[src/rtl/vga_pkg.sv]
// ============================================================================
// Module   : vga_pkg
// Purpose  : 640x480@60 timing constants, totals, address width, sync polarity.
// Revision : 1.0 - initial release
// ============================================================================
`default_nettype none

package vga_pkg;

    localparam int c_H_ACTIVE = 640;
    localparam int c_H_FP     = 16;
    localparam int c_H_SYNC   = 96;
    localparam int c_H_BP     = 48;
    localparam int c_V_ACTIVE = 480;
    localparam int c_V_FP     = 10;
    localparam int c_V_SYNC   = 2;
    localparam int c_V_BP     = 33;

    localparam int c_H_TOTAL  = c_H_ACTIVE + c_H_FP + c_H_SYNC + c_H_BP;
    localparam int c_V_TOTAL  = c_V_ACTIVE + c_V_FP + c_V_SYNC + c_V_BP;
    localparam int c_ADDR_W   = 19;

    // Both syncs are asserted low.
    localparam logic c_SYNC_ACTIVE = 1'b0;

endpackage

`default_nettype wire

[src/rtl/vga_axis_cnt.sv]
// ============================================================================
// Module   : vga_axis_cnt
// Purpose  : Free-running 0..MAX counter with enable and same-cycle wrap flag.
// Revision : 1.0 - initial release
// ============================================================================
`default_nettype none

module vga_axis_cnt #(
    parameter int MAX = 799,
    parameter int W   = 10
) (
    input  logic         clk_i,
    input  logic         rst_ni,
    input  logic         en_i,
    output logic [W-1:0] cnt_o,
    output logic         wrap_o
);

    localparam logic [W-1:0] c_MAX = W'(MAX);

    logic [W-1:0] cnt_q;
    logic [W-1:0] cnt_d;

    assign wrap_o = en_i && (cnt_q == c_MAX);
    assign cnt_o  = cnt_q;

    always_comb begin
        cnt_d = cnt_q;
        if (en_i) begin
            cnt_d = wrap_o ? '0 : cnt_q + W'(1);
        end
    end

    always_ff @(posedge clk_i or negedge rst_ni) begin
        if (!rst_ni) begin
            cnt_q <= '0;
        end else begin
            cnt_q <= cnt_d;
        end
    end

endmodule

`default_nettype wire

[src/rtl/vga_scan_ctrl.sv]
// ============================================================================
// Module   : vga_scan_ctrl
// Purpose  : VGA raster scan: frame-buffer addressing, syncs, 2-stage output.
//            Optional test pattern enabled by macro VGA_SCAN_TESTPAT_EN.
// Revision : 1.0 - initial release
// ============================================================================
`default_nettype none

module vga_scan_ctrl
    import vga_pkg::*;
#(
    parameter int H_ACTIVE = c_H_ACTIVE,
    parameter int H_FP     = c_H_FP,
    parameter int H_SYNC   = c_H_SYNC,
    parameter int H_BP     = c_H_BP,
    parameter int V_ACTIVE = c_V_ACTIVE,
    parameter int V_FP     = c_V_FP,
    parameter int V_SYNC   = c_V_SYNC,
    parameter int V_BP     = c_V_BP,
    parameter int ADDR_W   = c_ADDR_W
) (
    input  logic              PIXELCLK,
    input  logic              RSTn,
    output logic [ADDR_W-1:0] o_raddr,
    input  logic [7:0]        i_rdata,
    input  logic              i_tp_en,
    output logic              o_w_en,
    output logic [7:0]        o_data,
    output logic              o_hsync,
    output logic              o_vsync,
    output logic              o_frame_start
);

    localparam int H_TOTAL = H_ACTIVE + H_FP + H_SYNC + H_BP;
    localparam int V_TOTAL = V_ACTIVE + V_FP + V_SYNC + V_BP;
    localparam int HW      = $clog2(H_TOTAL);
    localparam int VW      = $clog2(V_TOTAL);

    localparam logic [HW-1:0]     c_HA        = HW'(H_ACTIVE);
    localparam logic [HW-1:0]     c_HS_START  = HW'(H_ACTIVE + H_FP);
    localparam logic [HW-1:0]     c_HS_END    = HW'(H_ACTIVE + H_FP + H_SYNC);
    localparam logic [VW-1:0]     c_VA        = VW'(V_ACTIVE);
    localparam logic [VW-1:0]     c_VS_START  = VW'(V_ACTIVE + V_FP);
    localparam logic [VW-1:0]     c_VS_END    = VW'(V_ACTIVE + V_FP + V_SYNC);
    localparam logic [ADDR_W-1:0] c_ADDR_LAST = ADDR_W'(H_ACTIVE * V_ACTIVE - 1);

    logic [HW-1:0]     w_h_cnt;
    logic              w_h_wrap;
    logic [VW-1:0]     w_v_cnt;
    logic              w_v_wrap_unused;
    logic              w_active0;
    logic              w_hsync0;
    logic              w_vsync0;
    logic              w_fs0;
    logic [7:0]        w_pixel_src;
    logic [ADDR_W-1:0] raddr_q;
    logic [ADDR_W-1:0] raddr_d;
    logic              active_d1_q;
    logic              hsync_d1_q;
    logic              vsync_d1_q;
    logic              fs_d1_q;

    vga_axis_cnt #(.MAX(H_TOTAL - 1), .W(HW)) u_h_cnt (
        .clk_i  (PIXELCLK),
        .rst_ni (RSTn),
        .en_i   (1'b1),
        .cnt_o  (w_h_cnt),
        .wrap_o (w_h_wrap)
    );

    vga_axis_cnt #(.MAX(V_TOTAL - 1), .W(VW)) u_v_cnt (
        .clk_i  (PIXELCLK),
        .rst_ni (RSTn),
        .en_i   (w_h_wrap),
        .cnt_o  (w_v_cnt),
        .wrap_o (w_v_wrap_unused)
    );

    always_comb begin
        w_active0 = (w_h_cnt < c_HA) && (w_v_cnt < c_VA);
        w_hsync0  = ((w_h_cnt >= c_HS_START) && (w_h_cnt < c_HS_END)) ? c_SYNC_ACTIVE : ~c_SYNC_ACTIVE;
        w_vsync0  = ((w_v_cnt >= c_VS_START) && (w_v_cnt < c_VS_END)) ? c_SYNC_ACTIVE : ~c_SYNC_ACTIVE;
        w_fs0     = (w_h_cnt == '0) && (w_v_cnt == '0);
    end

    // Address tracks the active raster only, so it holds through blanking.
    always_comb begin
        raddr_d = raddr_q;
        if (w_active0) begin
            raddr_d = (raddr_q == c_ADDR_LAST) ? '0 : raddr_q + ADDR_W'(1);
        end
    end

    assign o_raddr = raddr_q;

`ifdef VGA_SCAN_TESTPAT_EN
    logic [7:0] x_d1_q;
    logic [7:0] y_d1_q;

    always_ff @(posedge PIXELCLK or negedge RSTn) begin
        if (!RSTn) begin
            x_d1_q <= '0;
            y_d1_q <= '0;
        end else begin
            x_d1_q <= 8'(w_h_cnt);
            y_d1_q <= 8'(w_v_cnt);
        end
    end

    assign w_pixel_src = i_tp_en ? (x_d1_q ^ y_d1_q) : i_rdata;
`else
    logic w_tp_en_unused;

    assign w_tp_en_unused = i_tp_en;
    assign w_pixel_src    = i_rdata;
`endif

    // Stage 1 lines up with the RAM read; stage 2 is the output register.
    always_ff @(posedge PIXELCLK or negedge RSTn) begin
        if (!RSTn) begin
            raddr_q       <= '0;
            active_d1_q   <= 1'b0;
            hsync_d1_q    <= ~c_SYNC_ACTIVE;
            vsync_d1_q    <= ~c_SYNC_ACTIVE;
            fs_d1_q       <= 1'b0;
            o_w_en        <= 1'b1;
            o_data        <= 8'h00;
            o_hsync       <= ~c_SYNC_ACTIVE;
            o_vsync       <= ~c_SYNC_ACTIVE;
            o_frame_start <= 1'b0;
        end else begin
            raddr_q       <= raddr_d;
            active_d1_q   <= w_active0;
            hsync_d1_q    <= w_hsync0;
            vsync_d1_q    <= w_vsync0;
            fs_d1_q       <= w_fs0;
            o_w_en        <= ~active_d1_q;
            o_data        <= active_d1_q ? w_pixel_src : 8'h00;
            o_hsync       <= hsync_d1_q;
            o_vsync       <= vsync_d1_q;
            o_frame_start <= fs_d1_q;
        end
    end

endmodule

`default_nettype wire

[config.mk]
export PLATFORM = sky130hd
export DESIGN_NAME = vga_scan_ctrl
export DESIGN_NICKNAME = d
export VERILOG_FILES = /design/src/rtl/vga_pkg.sv /design/src/rtl/vga_axis_cnt.sv /design/src/rtl/vga_scan_ctrl.sv
export SDC_FILE = /design/constraint.sdc
export NUM_CORES = 1
export LEC_CHECK = 0
export BUFFER_PORTS_ARGS = -buffer_cell sky130_fd_sc_hd__buf_2
export CORE_MARGIN = 1.5
export CORE_UTILIZATION = 52
export DETAILED_ROUTE_END_ITERATION = 7
export PLACE_DENSITY = 0.74
export SLEW_MARGIN = 20
export SYNTH_ARGS = -nofsm -noshare
export SYNTH_HDL_FRONTEND = slang
export SYNTH_HIERARCHICAL = 1
export SYNTH_SLANG_ARGS = --single-unit
[constraint.sdc]
create_clock -name PIXELCLK -period 3.75 [get_ports PIXELCLK]
set_clock_uncertainty 0.1 [all_clocks]
set_input_delay 1.125 -clock PIXELCLK [delete_from_list [all_inputs] [get_ports PIXELCLK]]
set_output_delay 1.125 -clock PIXELCLK [all_outputs]
set_load 0.02 [all_outputs]
### Yosys cells after proc, flatten, opt, wreduce, memory -nomap -nowiden

Index checks and enable logic that the tools add are counted.

* $add $sub $neg: 3
* equal/unequal tests: 3
* $lt $le $gt $ge: 6
* mux-type cells: 6
* bitwise gates (word level): 1
* reductions and logical operators: 7

Operator list (number)
* adder 10 x 1 -> 10 bit, second input constant: 2
* equality test 10 bit, second input constant: 2
* logical NOT 10 bit: 2
* < comparator 10 bit, second input constant: 2
* < comparator 10 x 9 -> 1 bit, second input constant: 2
* two-way mux 10 bit: 2
* adder 19 x 1 -> 19 bit, second input constant: 1
* equality test 19 bit, second input constant: 1
* two-way mux 19 bit: 1
* greater-or-equal comparator 10 bit, second input constant: 1
* greater-or-equal comparator 10 x 9 -> 1 bit, second input constant: 1
* two-way mux 8 bit: 1
* logical AND 1 bit: 5
* two-way mux 1 bit: 2
* NOT 1 bit: 1

* output and inout port bits: 31
* flip-flop bits (word level): 55
* input port bits: 11

### Logic depth before layout (Yosys ltp)

* depth in word-level cells: 3
* mapped depth: 8
* mapped depth without buffers: 6

### Hierarchy

The synthesis kept the hierarchy.

Modules (own cells, without submodules)
* vga_scan_ctrl: area an instance 1540.2 um^2, cells an instance 139, instances 1
* vga_axis_cnt (u_v_cnt): area an instance 544.3 um^2, cells an instance 52, instances 1
* vga_axis_cnt (u_h_cnt): area an instance 526.8 um^2, cells an instance 47, instances 1

### Worst setup path before layout

Ideal clock, no wire load.

* path kind: register to register
* from: reg u_h_cnt.cnt_q[0] (netlist: u_h_cnt/cnt_o[0])
* to: reg u_v_cnt.cnt_q[9] (netlist: u_v_cnt/cnt_o[9])
* data arrival time: 1741 ps
* buffers on the path: 1
* period minus slack after synthesis: 1972 ps
* library setup time: 131 ps
* required time: 3519 ps
* stages on the path, launching flop included: 8
* path slack: 1778 ps
* cell sequence: dfrtp_1 > ha_1 > nand4_2 > nor3b_4 > buf_4 > nand4_1 > nor4_1 > nor4_2

* cells in the longest elaborated chain, start to end: 3

Ends and longest elaborated chain
* start: declaration: line vga_axis_cnt.sv:21 `logic [W-1:0] cnt_q;`
* start signal: assignment: line vga_axis_cnt.sv:38 `cnt_q <= cnt_d;`
* equality test 10 bit (*): line vga_axis_cnt.sv:24 `assign wrap_o = en_i && (cnt_q == c_MAX);`
* named net w_h_wrap: line vga_scan_ctrl.sv:48 `logic w_h_wrap;`
* logical AND 1 bit: line vga_axis_cnt.sv:24
* two-way mux 10 bit: line vga_axis_cnt.sv:30 `cnt_d = wrap_o ? '0 : cnt_q + W'(1);`
* end signal: assignment: line vga_axis_cnt.sv:38
* end: declaration: line vga_axis_cnt.sv:21

Mark *: on every way through the listed nets, which the timed path passes. The rest lies on a longest branch.
A chain may end at the register's enable or synchronous reset.

### Worst setup path after layout

* from: reg u_h_cnt.cnt_q[0] (netlist: u_h_cnt/cnt_o[0])
* to: reg u_v_cnt.cnt_q[1] (netlist: u_v_cnt/cnt_o[1])

* cells in the longest elaborated chain, start to end: 3

Ends and longest elaborated chain
* equality test 10 bit: line vga_axis_cnt.sv:24
* named net w_h_wrap: line vga_scan_ctrl.sv:48
* logical AND 1 bit: line vga_axis_cnt.sv:24
* named net w_v_wrap_unused: line vga_scan_ctrl.sv:50 `logic w_v_wrap_unused;`
* two-way mux 10 bit: line vga_axis_cnt.sv:30

The timed path passes the listed nets, and every way through them passes these cells.

==> impl_metrics.prom <==
# TYPE chip_impl_metric gauge
chip_impl_metric{name="multi_input_area",unit="µm²"} 1140
chip_impl_metric{name="grt_max_degree",unit=""} 56
chip_impl_metric{name="area.growth.synth_to_final",unit="%"} 12.5
chip_impl_metric{name="totalNegativeSetupSlack",unit="ps"} 0
chip_impl_metric{name="fin_util",unit="%"} 61.4
chip_impl_metric{name="cp_max_fo",unit=""} 14
chip_impl_metric{name="cts.htree.levels",unit=""} 2
chip_impl_metric{name="clock_latency_at_the_later_pin_of_the_worst_skew_pair",unit="ps"} 310
chip_impl_info{name="run_status",value="completed"} 1
chip_impl_metric{name="drive_gt1_share",unit="%"} 23.9
chip_impl_metric{name="max_cap_viol_count",unit=""} 0
chip_impl_metric{name="antenna_cells",unit=""} 0
chip_impl_metric{name="syn_avg_cell_area",unit="µm²"} 11.0
chip_impl_metric{name="finalMaxSlewViolations",unit=""} 0
chip_impl_metric{name="grt_antenna_before_repair",unit=""} 0
chip_impl_metric{name="max_clock_freq",unit="MHz"} 418
chip_impl_metric{name="yosysTopAreaCellShare",unit="%"} 47.9
chip_impl_metric{name="cts_hold_buf",unit=""} 0
chip_impl_metric{name="route.detailed.wl_per_inst",unit="µm"} 13.6
chip_impl_metric{name="postRouteAntennaNets",unit=""} 0
chip_impl_metric{name="placement.io_buffers",unit=""} 40
chip_impl_metric{name="layout.nets",unit=""} 294
chip_impl_metric{name="syn_inst",unit=""} 238
chip_impl_metric{name="first_global_vias",unit=""} 1750
chip_impl_metric{name="dieArea",unit="µm²"} 5460
chip_impl_metric{name="setup_fix_buffers_added_after_clock_tree_synthesis",unit=""} 0
chip_impl_metric{name="final.period_utilization",unit="%"} 63.9
chip_impl_info{name="unrepaired_setup_endpoints_after_global_routing",value="no"} 1
chip_impl_metric{name="gp_congestion",unit=""} 0.815
chip_impl_metric{name="critPathRequiredTime",unit="ps"} 3830
chip_impl_metric{name="final_critical_path_setup_slack",unit="ps"} 1360
chip_impl_metric{name="firstDrtPassIters",unit=""} 4
chip_impl_metric{name="floorplan.io_pins",unit=""} 42
chip_impl_info{name="worst-setup-path-type",value="reg2reg"} 1
chip_impl_metric{name="initial_core_util",unit="%"} 54.6
chip_impl_metric{name="combined_area_of_all_synthesized_cells",unit="µm²"} 2610
chip_impl_metric{name="detailedPlace.worstSlack",unit="ps"} 1360
chip_impl_info{name="path_type_of_the_worst_min_delay_path",value="reg2reg"} 1
chip_impl_metric{name="global_route.usage.total",unit="%"} 19.0
chip_impl_metric{name="yosysWarnings",unit=""} 6
chip_impl_info{name="cts_root_buffer_type",value="clkbuf_8"} 1
chip_impl_metric{name="global_route.overflow_total",unit=""} 0
chip_impl_metric{name="die_width",unit="µm"} 73.9
chip_impl_info{name="worstSetupEndpointType",value="register"} 1
chip_impl_metric{name="dp_area",unit="µm²"} 2850
chip_impl_metric{name="grt_pass1_wl",unit="µm"} 7880
chip_impl_info{name="cell_types_with_the_largest_area_share_after_synthesis",value="dfrtp_1, xnor2_1, dfstp_2, nand2_1, nand4_1"} 1
chip_impl_metric{name="drt_first_iter_violations",unit=""} 90
chip_impl_metric{name="dr_total_vias",unit=""} 1936
chip_impl_metric{name="final_hold_viol_count",unit=""} 0
chip_impl_metric{name="synth.distinct_cells",unit=""} 48
chip_impl_metric{name="yosysSeqAreaShare",unit="%"} 52.9
chip_impl_metric{name="critical_path_arrival",unit="ps"} 2480
chip_impl_metric{name="die-height",unit="µm"} 73.9
chip_impl_metric{name="cts_resized",unit=""} 0
chip_impl_metric{name="clock_tree.buffer_depth",unit=""} 2
chip_impl_metric{name="p_leak",unit="µW"} 0.00135
chip_impl_metric{name="final_worst_hold_slack",unit="ps"} 259
chip_impl_metric{name="synth.ff_latch_count",unit=""} 55
chip_impl_metric{name="power.ir.vdd_worst",unit="mV"} 0.272
chip_impl_metric{name="setup_violations",unit=""} 0
chip_impl_info{name="synthDominantAreaCellType",value="dfrtp_1"} 1
chip_impl_metric{name="numClockSinks",unit=""} 55
chip_impl_metric{name="placeableCoreArea",unit="µm²"} 4790
chip_impl_info{name="highest_count_cells_in_the_layout_ignoring_fill_and_taps",value="dfrtp_1, buf_2, nand2_1"} 1
chip_impl_metric{name="synthesis.nets",unit=""} 253
chip_impl_metric{name="fill_cells",unit=""} 409
chip_impl_info{name="start_kind",value="register"} 1
chip_impl_metric{name="cts_made_buffers",unit=""} 5
chip_impl_metric{name="dp_hpwl",unit="µm"} 3320
chip_impl_metric{name="drt-total-wl",unit="µm"} 4730
chip_impl_metric{name="sequential_area",unit="µm²"} 1380
chip_impl_info{name="tritoncts",value="yes"} 1
chip_impl_metric{name="final_design_area_no_fill",unit="µm²"} 2940
chip_impl_metric{name="via_per_inst",unit=""} 5.58
chip_impl_metric{name="clk_transition_reported_paths",unit="ps"} 100
chip_impl_metric{name="timing.slew.headroom",unit="%"} 56.0
chip_impl_metric{name="finalWorstPathRequiredPeriod",unit="ps"} 2390
chip_impl_metric{name="core.rowCount",unit=""} 25
chip_impl_metric{name="drcViolationCount",unit=""} 0
chip_impl_info{name="mostFrequentLayoutCell",value="dfrtp_1"} 1
chip_impl_metric{name="worst_slew_pin_slew",unit="ps"} 660
chip_impl_metric{name="pd_cells",unit="nW/µm²"} 391
-- registers in the layout (all words and copies together) (netlist names) --
| register | count |
|---|---|
| active_d1_q | 1 |
| fs_d1_q | 1 |
| hsync_d1_q | 1 |
| o_data | 8 |
| o_frame_start | 1 |
| o_hsync | 1 |
| o_raddr | 19 |
| o_vsync | 1 |
| o_w_en | 1 |
| u_h_cnt/cnt_o | 10 |
| u_v_cnt/cnt_o | 10 |
| vsync_d1_q | 1 |
-- report_power, final --
group	switching [µW]	internal (µW)	total, µW
clock	194	134	329
sequential	51.7	628	679
combinational	69.1	72.6	142
-- Yosys cell counts, drive strengths merged --
master / count
a21boi: 1
a21oi: 3
a22oi: 2
a31oi: 6
a41oi: 2
and2: 9
and3: 10
and4: 5
and4bb: 1
buf: 7
clkinv: 1
conb: 1
dfrtp: 50
dfstp: 5
ha: 4
inv: 5
mux2: 1
mux2i: 1
nand2: 27
nand2b: 1
nand3: 11
nand3b: 1
nand4: 16
nor2: 9
nor3: 5
nor3b: 1
nor4: 6
nor4b: 1
o21a: 1
o21ai: 12
o22ai: 2
o31ai: 3
or2: 1
or3: 2
or4: 3
or4b: 1
xnor2: 16
xor2: 5
-- cells by family (layout without fill, tap and decap cells) --
kind of cell,count (synthesis),in the layout,share of synthesized area (%)
buffers and inverters,13,55,3.50
AOI/OAI and AO/OA,32,32,7.47
adders and majority gates,4,4,1.92
DFF,55,55,52.9
xor gates and xnor gates,21,21,7.04
other,1,1,0.144
muxes,2,2,0.958
and+or+nand+nor,110,110,26.0
-- routing by layer --
metal  vias up  track usage (%)  share of wire [%]
li1        942                -                  -
met1       941             24.6                 46
met2        47             31.0                 49
met3         6             4.66                4.1
met4         0             6.17                1.4
met5         -                0                  0
-- through the flow --
step / total power, µW / instances
2_1_floorplan: 785 / 238
3_3_place_gp: 828 / 339
3_5_place_dp: 834 / 339
4_1_cts: 1170 / 347
5_1_grt: 1210 / 347
6_report: 1150 / 347
-- worst paths after layout --
check	to	start	slack [ps]	cells past startpoint
hold / removal	o_frame_start	fs_d1_q	260	0
min in group asynchronous	o_raddr[18]	RSTn	810	2
setup / recovery	u_v_cnt/cnt_o[1]	u_h_cnt/cnt_o[0]	1360	6
setup reg to reg	u_v_cnt/cnt_o[1]	u_h_cnt/cnt_o[0]	1360	6
max in group asynchronous	u_v_cnt/cnt_o[2]	RSTn	2280	2
hold reg to reg	o_frame_start	fs_d1_q	260	0
-- worst max-delay path, stage by stage, from the launching register on --
cell and delay (ps):
dfrtp_1 440, ha_1 300, nand4_2 180, nor3b_4 550, nand4_2 110, and4bb_1 450, o22ai_1 130
-- cell type report --
type / count / area share [%]
flip-flops and latches: 55 / 47.1
multi-input cells: 170 / 38.7
inverters: 6 / 1.19
repair buffers: 41 / 7.07
clock buffers: 5 / 2.34
well taps: 67 / 2.85
clock inverters: 3 / 0.767
Power figures use the tool's default switching activity.
